<file path="config.mk">
export PLATFORM = sky130hd
export DESIGN_NAME = gate_test_sequencer
export DESIGN_NICKNAME = d
export VERILOG_FILES = /design/src/rtl/gate_test_sequencer.sv
export SDC_FILE = /design/constraint.sdc
export NUM_CORES = 1
export LEC_CHECK = 0
export CAP_MARGIN = 20
export CELL_PAD_IN_SITES_DETAIL_PLACEMENT = 0
export CELL_PAD_IN_SITES_GLOBAL_PLACEMENT = 1
export CORE_MARGIN = 2
export CORE_UTILIZATION = 42
export DETAILED_ROUTE_END_ITERATION = 7
export PLACE_DENSITY_LB_ADDON = 0.15
export SLEW_MARGIN = 20
export SYNTH_ARGS = -nofsm -noshare
export SYNTH_HDL_FRONTEND = slang
export SYNTH_SLANG_ARGS = --single-unit
</file>
<file path="constraint.sdc">
create_clock -name clk -period 5.6 [get_ports clk]
set_input_delay 1.12 -clock clk [delete_from_list [all_inputs] [get_ports clk]]
set_output_delay 1.12 -clock clk [all_outputs]
set_load 0.03 [all_outputs]
</file>
<file path="src/rtl/gate_test_sequencer.sv">
// Steps a 2-input gate through minterms 00..11, holding each for SETTLE+1 cycles, and compares s_in with a latched truth table.
// done rises 4*(SETTLE+1) cycles after an accepted start; start is ignored while busy, and there is no other backpressure.
module gate_test_sequencer #(
  parameter int SETTLE = 1
) (
  input  logic       clk,
  input  logic       rst_n,
  input  logic       start,
  input  logic [3:0] expected,
  input  logic       s_in,
  output logic       x,
  output logic       y,
  output logic       busy,
  output logic       done,
  output logic       pass,
  output logic [2:0] err_count,
  output logic [3:0] fail_mask
);

  typedef enum logic [1:0] {
    ST_IDLE   = 2'd0,
    ST_SETTLE = 2'd1,
    ST_CHECK  = 2'd2,
    ST_DONE   = 2'd3
  } state_t;

  localparam logic [3:0] CNT_LAST = 4'(SETTLE - 1);

  state_t     state_q, state_d;
  logic [1:0] m_q, m_d;
  logic [3:0] cnt_q, cnt_d;
  logic [1:0] xy_q, xy_d;
  logic [3:0] exp_q, exp_d;
  logic [2:0] err_q, err_d;
  logic [3:0] fail_q, fail_d;

  always_ff @(posedge clk or negedge rst_n) begin
    if (!rst_n) begin
      state_q <= ST_IDLE;
      m_q     <= '0;
      cnt_q   <= '0;
      xy_q    <= '0;
      exp_q   <= '0;
      err_q   <= '0;
      fail_q  <= '0;
    end else begin
      state_q <= state_d;
      m_q     <= m_d;
      cnt_q   <= cnt_d;
      xy_q    <= xy_d;
      exp_q   <= exp_d;
      err_q   <= err_d;
      fail_q  <= fail_d;
    end
  end

  always_comb begin
    state_d = state_q;
    m_d     = m_q;
    cnt_d   = cnt_q;
    xy_d    = xy_q;
    exp_d   = exp_q;
    err_d   = err_q;
    fail_d  = fail_q;

    case (state_q)
      ST_IDLE, ST_DONE: begin
        // Results of the previous run stay visible until a new run is accepted.
        if (start) begin
          m_d     = '0;
          cnt_d   = '0;
          xy_d    = '0;
          exp_d   = expected;
          err_d   = '0;
          fail_d  = '0;
          state_d = ST_SETTLE;
        end
      end
      ST_SETTLE: begin
        cnt_d = cnt_q + 4'd1;
        if (cnt_q == CNT_LAST) begin
          state_d = ST_CHECK;
        end
      end
      ST_CHECK: begin
        if (s_in != exp_q[m_q]) begin
          err_d        = err_q + 3'd1;
          fail_d[m_q]  = 1'b1;
        end
        // The last minterm leaves {x,y} at 11 while results are held.
        if (m_q == 2'd3) begin
          state_d = ST_DONE;
        end else begin
          m_d     = m_q + 2'd1;
          xy_d    = m_q + 2'd1;
          cnt_d   = '0;
          state_d = ST_SETTLE;
        end
      end
      default: begin
        state_d = ST_IDLE;
      end
    endcase
  end

  assign x         = xy_q[1];
  assign y         = xy_q[0];
  assign busy      = (state_q == ST_SETTLE) || (state_q == ST_CHECK);
  assign done      = (state_q == ST_DONE);
  assign pass      = done && (err_q == 3'd0);
  assign err_count = err_q;
  assign fail_mask = fail_q;

endmodule

</file>
# Word-level counts from Yosys, hierarchy flattened
# Cells that the tools add are included.
# Widths: inputs -> output; s select.
dict set report totals {
  ff_bits 19
  in_bits 8
  output_inout_bits 12
  wordCells 53
}
dict set report classes {
  n_addsub 3
  n_lt_le_gt_ge 2
  n_eq_ne 9
  muxes 19
  bitwise 1
  n_reduce_logical 13
}
# op n
set op_table {}
lappend op_table {{$mux 4} 3}
lappend op_table {{$pmux 4 s3} 1}
lappend op_table {{$mux 2} 5}
lappend op_table {{$ne 2x2->1 const B} 4}
lappend op_table {{$pmux 4 s2} 1}
lappend op_table {{$eq 2x2->1 const B} 3}
lappend op_table {{$mux 3} 2}
lappend op_table {{$pmux 2 s3} 1}
lappend op_table {{$pmux 3 s2} 1}
lappend op_table {{$reduce_and 2->1} 3}
lappend op_table {{$reduce_and 3->1} 2}
lappend op_table {{$add 4x1->4 const B} 1}
lappend op_table {{$logic_not 4->1} 1}
lappend op_table {{$or 4x4->4} 1}
lappend op_table {{$pmux 2 s2} 1}
lappend op_table {{$add 3x1->3 const B} 1}
lappend op_table {{$logic_not 3->1} 1}
lappend op_table {{$lt 2x3->1 const B} 1}
lappend op_table {{$add 2x1->2 const B} 1}
lappend op_table {{$bmux 1 s2} 1}
lappend op_table {{$demux 1 s2} 1}
lappend op_table {{$eq 2x1->1 const B} 1}
lappend op_table {{$ge 2x1->1 const B} 1}
lappend op_table {{$logic_and 1x1->1} 2}
lappend op_table {{other kinds (6)} 7}

# Depth between registers and ports, before layout
# Gate-level depths: netlist of run 1.
dict set report depth {
  depth_word 7
  mapped_depth 7
  mapped_depth_nobuf 6
}

# Worst setup path before layout of run 1
# OpenSTA, ideal clock, no wires.
dict set report synth_timing {
  path_kind {reg-to-output}
  from {register state_q[0]}
  to {output pass}
  t_arrival_ps 1125
  required_time_ps 4480
  setup_slack_ps 3355
  stages_incl_launch_ff 3
  path_buffers 0
  path_cell_list {dfrtp_1 > ha_1 > and3b_1}
}
dict set report synth_via {
  elab_chain_len 2
}
# element line_no
set synth_rtl {}
lappend synth_rtl {{start, declared} 29} ;# state_t state_q, state_d;
lappend synth_rtl {{start signal, assigned} 47} ;# state_q <= state_d;
lappend synth_rtl {{$eq 2x2->1} 109} ;# assign done = (state_q == ST_DONE);
lappend synth_rtl {{via done} 14} ;# output logic done,
lappend synth_rtl {{$logic_and 1x1->1} 110} ;# assign pass = done && (err_q == 3'd0);
lappend synth_rtl {{end, declared} 15} ;# output logic pass,
# The timed path passes the listed nets, and every way through them passes these cells.

# Final worst setup path of run 1
dict set report layout_timing {
  from {register state_q[0]}
  to {output busy}
}
dict set report layout_via {
  elab_chain_len 2
  word_cells_on_any_way 3
  classes_between {eq/ne: 2; reduce/logical: 1}
}
# element line_no
set layout_rtl {}
lappend layout_rtl {{$eq 2x1->1 / $eq 2x2->1 (equally long branches)} 108} ;# assign busy = (state_q == ST_SETTLE) || (state_q == ST_CHECK);
lappend layout_rtl {{$logic_or 1x1->1 (*)} 108}
lappend layout_rtl {{end, declared} 13} ;# output logic busy,
# Every way passes the cells marked *; elsewhere a longest branch is shown, timed or not.

==> results.json, run 1 <==
{
  "dr.pass1.iters": 4,
  "cp-endpoint": "busy",
  "dp_hpwl_um": 1490,
  "r2r_start": "state_q[0]",
  "vias": 802,
  "cts_buffers": 3,
  "end_kind": "primary output",
  "finalSetupTns_ps": 0,
  "p_switching_uw": 272,
  "layout_common_cells": "dfrtp_1, clkdlybuf4s50_1, ha_1",
  "yosys.area.top_type": "dfrtp_1",
  "cp-start-kind": "register",
  "die_h_um": 54.8,
  "finalWirelength_um": 1970,
  "pre_cts_ws_ps": 2780,
  "ys_ff_latch": 19,
  "row_count": 18,
  "maxCapViolations": 0,
  "ys_types": 32,
  "crit_slowest_cell": "clkdlybuf4s50_1",
  "syn-num-nets": 121,
  "r2r_slack_ps": 3510,
  "pwr-share-seq_pct": 34.2,
  "start_util_pct": 44.1,
  "synthArstFlopShare_pct": 100,
  "drive_above_1_share_pct": 9.76,
  "die_x_um": 54.8,
  "setup_ws_ps": 2520,
  "required_ps": 4480,
  "holdWs_ps": 483,
  "hold_class": "reg -> reg",
  "cts_setup_buffers": 0,
  "critPathMaxStageDelay_ps": 680,
  "post-route-period-util_pct": 55.1,
  "grt.overflow.total": 0,
  "finalSetupViolCount": 0,
  "cpMostUsedCell": "inv_1",
  "syn_avg_cell_area_um2": 10.7,
  "startpoint": "state_q[0]",
  "min_period_ps": 3080,
  "pwr_density_cell_mw_per_mm2": 476,
  "yosysSeqAreaShare_pct": 43.9,
  "worstSkewPairLatency_ps": 290,
  "drtIter0Drc": 9,
  "cts.sinks": 19,
  "crit_chain": "inv_1 > ha_1 > inv_1 > clkdlybuf4s50_1",
  "power_uw": 635,
  "drc": 0,
  "tightest_slew_ps": 867,
  "wl_per_cell_um": 12.9,
  "die_area_mm2": 0.00300,
  "cts-hold-fix-buffers": 0,
  "use_met2_pct": 26.2,
  "antenna_left": 0,
  "peakVddDrop_v": 0.000291,
  "syn_area_mm2": 0.00108,
  "cts_buffer_depth": 2,
  "fin_nets": 144,
  "top_usage_layer": "met2",
  "place_congestion": 0.757,
  "cts_tree": "built",
  "skew_ps": 11.6,
  "worstPathArrival_ps": 1960,
  "antenna_found_initial": 0,
  "gr-usage-met3_pct": 3.55,
  "rsz0062_at_grt": "false",
  "cts.htree.levels": 1,
  "grt_max_degree": 20,
  "ys_warn_count": 0,
  "drt-vias-per-instance": 5.24,
  "finalHoldViolCount": 0,
  "report.final.slew_viol_count": 0,
  "antennaDiodeCount": 0,
  "slew_headroom_pct": 42.0,
  "grtUsageMet1_pct": 20.8,
  "ys.flop_type": "dfrtp_1",
  "ys_top_cells_by_area": "dfrtp_1, ha_1, mux2_2",
  "cp_max_fo": 5,
  "critPathKind": "reg -> out",
  "cts-resized-gates": 0,
  "yosysTopAreaCellShare_pct": 43.9,
  "clock_tree.root_cell": "clkbuf_4",
  "power.internal_uw": 363,
  "combinationalPowerShare_pct": 54.8,
  "r2r-end": "err_count[1]",
  "netSwitchingFraction_pct": 42.8,
  "ioPinCount": 20,
  "io_buffers": 19,
  "grt_pass1_wl_um": 3410,
  "outcome": "finished, final reports clean",
  "syn-instance-count": 101,
  "core-area_mm2": 0.00245,
  "grt_pass1_vias": 775,
  "max_freq_mhz": 324,
  "power_frac_clock_pct": 11.0,
  "clk_pin_slew_ps": 120,
  "leakagePower_uw": 0.000583,
  "ff2ff_path_depth": 6,
  "grtUsageTotal_pct": 15.8,
  "synth-edff-count": 0,
  "area_delta_synth_final_pct": 23.1
}
==> critical path, delay by kind of cell, from the launching register on <==
kind	cells	cell delay, ps
flip-flops	1	440
adder cells (fa/ha/maj)	1	350
buffers and inverters	3	870
==> state kept, by name, indices dropped and copies added, names as in the netlist <==
register and flops:
cnt_q 4, err_count 3, state_q 2, exp_q 4, xy_q 2, fail_mask 4
==> stage by stage <==
step           cell area, um2  cells  utilization, %
2_1_floorplan            1080    101               -
3_3_place_gp             1310    149            53.2
3_5_place_dp             1310    149            53.2
4_1_cts                  1330    153            54.3
5_1_grt                  1330    153            54.3
6_report                 1330    153            54.3
==> power groups by stage <==
stage | logic, uW | registers, uW | clock network, uW
3_5_place_dp | 350 | 221 | 0
3_3_place_gp | 346 | 219 | 0
5_1_grt | 389 | 226 | 79.8
6_report | 348 | 217 | 69.5
4_1_cts | 352 | 219 | 72.5
2_1_floorplan | 226 | 239 | 0
==> per-layer routing <==
layer	part of all wire, %	up-vias	routed length [um]
met5	0	-	0
met4	0.36	0	7
met3	3.4	2	67
met2	49	15	955
met1	48	387	938
li1	-	398	-
==> synth_stat cells (2+ instances only) <==
cell and n:
nor3b_1 4, nand3_1 4, nor2b_1 2, nand2_1 7, o21ai_0 6, mux2_2 5, inv_1 10, a21o_1 2
a21oi_1 3, dfrtp_1 19, o21a_1 4, nor2_1 3, o22ai_1 2, ha_1 12
==> cell families (layout without fill, tap and decap cells) <==
family          Yosys count  after routing  synth area share [%]
mux                       6              6                  7.28
simple gates             28             28                  14.8
compound gates           24             24                  14.8
flops                    19             19                  43.9
xor+xnor                  1              1                  1.50
buf+inv                  11             33                  3.82
fa+ha+maj                12             12                  13.9
==> final cells by class <==
cell class	instances	area, um2
clock buffer	4	26.3
fill	233	1120
inverter	10	37.5
multi-input combinational	71	566
sequential	19	475
tap	30	37.5
timing repair buffer	19	190
==> how the worst min path moves through the flow <==
stage                     slack, ps        to  depth (start not counted)      from
after floorplan                 440  cnt_q[3]                          1  cnt_q[3]
after global placement          470  cnt_q[3]                          1  cnt_q[3]
after detailed placement        470  cnt_q[3]                          1  cnt_q[3]
after CTS                       490  cnt_q[3]                          1  cnt_q[3]
after global routing            520  cnt_q[3]                          1  cnt_q[3]
final                           480  cnt_q[3]                          1  cnt_q[3]
Note: power is estimated with default switching activity, not from simulation.
==> run 2, diff against run 1 <==
--- a/config.mk
+++ b/config.mk
@@ -9,7 +9,7 @@
 export CELL_PAD_IN_SITES_DETAIL_PLACEMENT = 0
 export CELL_PAD_IN_SITES_GLOBAL_PLACEMENT = 1
 export CORE_MARGIN = 2
-export CORE_UTILIZATION = 42
+export CORE_UTILIZATION = 39
 export DETAILED_ROUTE_END_ITERATION = 7
 export PLACE_DENSITY_LB_ADDON = 0.15
 export SLEW_MARGIN = 20
==> constraint.sdc (replaced) <==
create_clock -name clk -period 3.2 [get_ports clk]
set_input_delay 0.64 -clock clk [delete_from_list [all_inputs] [get_ports clk]]
set_output_delay 0.64 -clock clk [all_outputs]
set_load 0.03 [all_outputs]
==> results.json, run 2 (synthesis gave the netlist of run 1 again) <==
{
  "outcome": "finished, final reports clean",
  "antenna_left": 0,
  "die_area_mm2": 0.00321,
  "worstPathArrival_ps": 1970,
  "place_congestion": 0.809,
  "grt_pass1_vias": 770,
  "post_dp_cell_area_mm2": 0.00131,
  "pwr_density_cell_mw_per_mm2": 833,
  "tightest_slew_ps": 875,
  "cts.htree.levels": 1,
  "cts_tree": "built",
  "ioPinCount": 20,
  "clk_pin_slew_ps": 110,
  "core-area_mm2": 0.00269,
  "combinationalPowerShare_pct": 54.7,
  "row_count": 19,
  "report.final.slew_viol_count": 0,
  "worstSkewPairLatency_ps": 290,
  "pwr-share-seq_pct": 34.3,
  "cts_buffers": 3,
  "grt_pass1_wl_um": 3530,
  "cp_max_fo": 5,
  "cp-start-kind": "register",
  "finalSetupViolCount": 0,
  "power.internal_uw": 633,
  "max_freq_mhz": 383,
  "cts_setup_buffers": 0,
  "post-route-period-util_pct": 81.5,
  "leakagePower_uw": 0.000586,
  "die_h_um": 56.7,
  "drt-vias-per-instance": 5.21,
  "drive_above_1_share_pct": 10.6,
  "clock_tree.root_cell": "clkbuf_4",
  "area_delta_synth_final_pct": 23.4,
  "stdcell_count": 154,
  "wl_per_cell_um": 13.2,
  "p_switching_uw": 479,
  "r2r_start": "state_q[0]",
  "fin_nets": 144,
  "peakVddDrop_v": 0.000446,
  "placed_cells": 150,
  "min_period_ps": 2610,
  "maxCapViolations": 0,
  "pre_cts_ws_ps": 836,
  "grt.overflow.total": 0,
  "stdcell_area_mm2": 0.00134,
  "finalWirelength_um": 2030,
  "skew_ps": 0.593,
  "antennaDiodeCount": 0,
  "drtIter0Drc": 16,
  "cts-resized-gates": 0,
  "grtUsageTotal_pct": 14.2,
  "finalHoldViolCount": 0,
  "start_util_pct": 40.3,
  "dr.pass1.iters": 4,
  "drc": 0,
  "die_x_um": 56.7,
  "cts-hold-fix-buffers": 0,
  "antenna_found_initial": 0,
  "dp_hpwl_um": 1530,
  "finalSetupTns_ps": 0,
  "critPathKind": "reg -> out",
  "layout_common_cells": "dfrtp_1, clkdlybuf4s50_1, ha_1",
  "hold_class": "reg -> reg",
  "power_frac_clock_pct": 11.0,
  "rsz0062_at_grt": "false",
  "end_kind": "primary output",
  "setup_ws_ps": 592,
  "worstHoldStart": "cnt_q[3]",
  "slew_headroom_pct": 41.5,
  "cts.sinks": 19,
  "cts_buffer_depth": 2,
  "grt_max_degree": 20,
  "required_ps": 2560,
  "startpoint": "state_q[0]",
  "io_buffers": 19,
  "vias": 803,
  "netSwitchingFraction_pct": 43.1
}
run 2: final cells by class:
class                   instances  area, um2
well taps                      31       38.8
clock inverters                 1       5.00
flip-flops and latches         19        475
repair buffers                 19        190
fillers                       258       1350
multi-input cells              71        566
clock buffers                   3       22.5
inverters                      10       37.5
run 2: stage by stage:
stage	utilization (%)	hold WS (ps)	total power, uW
global placement	48.7	459	991
finish	49.7	481	1110
global route	49.7	518	1210
detailed placement	48.7	462	999
CTS	49.7	484	1130
floorplan	-	344	814
run 2: power by group through the flow:
stage	combinational (uW)	clock, uW	sequential [uW]
after floorplan	396	0	418
after global placement	608	0	383
after detailed placement	613	0	386
after CTS	615	134	381
after global routing	676	141	392
final	608	123	381
run 2: routing by layer:
layer | up-vias | global-route usage, % | wire (um)
met5 | - | 0 | 0
met4 | 0 | 7.14 | 16
met3 | 2 | 2.07 | 55
met2 | 12 | 21.3 | 976
met1 | 387 | 19.9 | 981
li1 | 402 | - | -
run 2: worst max-delay path: stages (launching register included):
cell	delay (ps)
dfrtp_1	440
inv_1	60
ha_1	350
inv_1	140
clkdlybuf4s50_1	690
run 2: worst paths after layout:
path / end / slack (ps) / depth (start not counted)
max: busy / 590 / 4
max in group asynchronous: cnt_q[1] / 1840 / 1
min reg2reg: cnt_q[3] / 480 / 1
max reg2reg: err_count[1] / 1120 / 6
min in group asynchronous: state_q[0] / 830 / 1
min: cnt_q[3] / 480 / 1
==> run 3, diff against run 2 <==
==> constraint.sdc (replaced) <==
create_clock -name clk -period 2.4 [get_ports clk]
set_input_delay 0.48 -clock clk [delete_from_list [all_inputs] [get_ports clk]]
set_output_delay 0.48 -clock clk [all_outputs]
set_load 0.03 [all_outputs]
==> results.json, run 3 (synthesis gave the netlist of run 1 again) <==
{
  "outcome": "finished, final reports clean",
  "cts.sinks": 19,
  "hold_class": "reg -> reg",
  "post-route-period-util_pct": 92.9,
  "p_switching_uw": 631,
  "fin_nets": 147,
  "place_congestion": 0.818,
  "cts-hold-fix-buffers": 0,
  "clk_pin_slew_ps": 100,
  "cts_setup_buffers": 0,
  "cp_max_fo": 5,
  "die_x_um": 56.7,
  "worstSkewPairLatency_ps": 290,
  "cts.htree.levels": 1,
  "report.final.slew_viol_count": 0,
  "tightest_slew_ps": 596,
  "drt-vias-per-instance": 5.15,
  "wl_per_cell_um": 12.8,
  "ioPinCount": 20,
  "pwr-share-seq_pct": 33.8,
  "area_delta_synth_final_pct": 25.2,
  "power_frac_clock_pct": 10.8,
  "grt_max_degree": 20,
  "die_h_um": 56.7,
  "drive_above_1_share_pct": 11.9,
  "fillers": 258,
  "die_area_mm2": 0.00321,
  "peakVddDrop_v": 0.000592,
  "end_kind": "primary output",
  "dr.pass1.iters": 4,
  "antenna_found_initial": 0,
  "grt_pass1_wl_um": 3670,
  "skew_ps": 2.67,
  "combinationalPowerShare_pct": 55.4,
  "cts_buffer_depth": 2,
  "finalSetupTns_ps": 0,
  "grt.overflow.total": 0,
  "clock_tree.root_cell": "clkbuf_4",
  "antenna_left": 0,
  "finalSetupViolCount": 0,
  "placed_cells": 153,
  "pwr_density_cell_mw_per_mm2": 1090,
  "grtUsageTotal_pct": 14.7,
  "slew_headroom_pct": 60.2,
  "worstPathArrival_ps": 1750,
  "grt_pass1_vias": 818,
  "finalWirelength_um": 2000,
  "cp-start-kind": "register",
  "crit_chain": "inv_1 > ha_1 > and3b_1 > clkdlybuf4s50_1",
  "max_freq_mhz": 448,
  "maxCapViolations": 0,
  "critPathMaxStageDelay_ps": 660,
  "crit_slowest_cell": "clkdlybuf4s50_1",
  "finalHoldViolCount": 0,
  "min_period_ps": 2230,
  "layout_commonest_cell": "dfrtp_1",
  "io_buffers": 19,
  "netSwitchingFraction_pct": 42.6,
  "row_count": 19,
  "leakagePower_uw": 0.000600,
  "dp_hpwl_um": 1550,
  "critPathKind": "reg -> out",
  "stdcell_count": 157,
  "power.internal_uw": 848,
  "cts_tree": "built",
  "cts_buffers": 3,
  "layout_common_cells": "dfrtp_1, clkdlybuf4s50_1, ha_1",
  "drc": 0,
  "required_ps": 1920,
  "rsz0062_at_grt": "false",
  "drtIter0Drc": 16,
  "core-area_mm2": 0.00269,
  "vias": 808,
  "start_util_pct": 40.3,
  "antennaDiodeCount": 0
}
-- run 3: cell count changes in the layout (fill, tap and decap cells not counted), sizes merged --
cell           before  now
clkbuf              3    4
clkinv              1    0
buf                 0    3
dlygate4sd2         0    1
clkdlybuf4s50      19   18
-- run 3: per-layer routing --
metal	up-vias	share of wire, %	global-route usage [%]
met2	17	46	20.9
met4	0	1.7	8.16
li1	408	-	-
met1	379	50	21.3
met3	4	2.6	2.07
met5	-	0	0
-- run 3: area by class of cell --
cell class | instances | area (um2) | area share (%)
clock buffers | 4 | 26.3 | 1.94
repair buffers | 22 | 211 | 15.6
flip-flops and latches | 19 | 475 | 35.1
multi-input cells | 71 | 566 | 41.7
well taps | 31 | 38.8 | 2.86
inverters | 10 | 37.5 | 2.77
-- run 3: power by group through the flow --
stage	Combinational (uW)	Sequential [uW]	Clock (uW)
3_5_place_dp	840	507	0
5_1_grt	914	519	186
4_1_cts	830	501	169
6_report	820	500	159
2_1_floorplan	528	557	0
3_3_place_gp	831	505	0
-- run 3: final timing paths --
kind                       depth (start not counted)  slack [ps]      endpoint    startpoint
max                                                4         170          pass  err_count[0]
min                                                1         490      cnt_q[3]      cnt_q[3]
min reg2reg                                        1         490      cnt_q[3]      cnt_q[3]
min in group asynchronous                          2         510    state_q[0]         rst_n
max in group asynchronous                          2        1690  fail_mask[1]         rst_n
max reg2reg                                        6         310  err_count[1]    state_q[0]
-- run 3: what timing repair did --
action	4_1_cts	5_1_grt
setup endpoints to repair	1	0
resized for setup	1	0
hold endpoints to repair	0	0
-- run 3: worst max-delay path, delay by kind of cell, from the launching register on --
family | cells | cell delay, ps
and+or+nand+nor | 1 | 150
buffers and inverters | 2 | 730
DFF | 1 | 430
adders and majority gates | 1 | 140
-- run 3: stage by stage --
step / setup WS, ps / utilization (%) / power, uW / cell area, um2 / hold slack, ps
2_1_floorplan: 395 / - / 1090 / 1080 / 184
3_3_place_gp: 205 / 49.5 / 1340 / 1330 / 461
3_5_place_dp: 169 / 49.5 / 1350 / 1330 / 467
4_1_cts: 141 / 50.4 / 1500 / 1360 / 483
5_1_grt: 67.7 / 50.4 / 1620 / 1360 / 506
6_report: 170 / 50.4 / 1480 / 1360 / 486
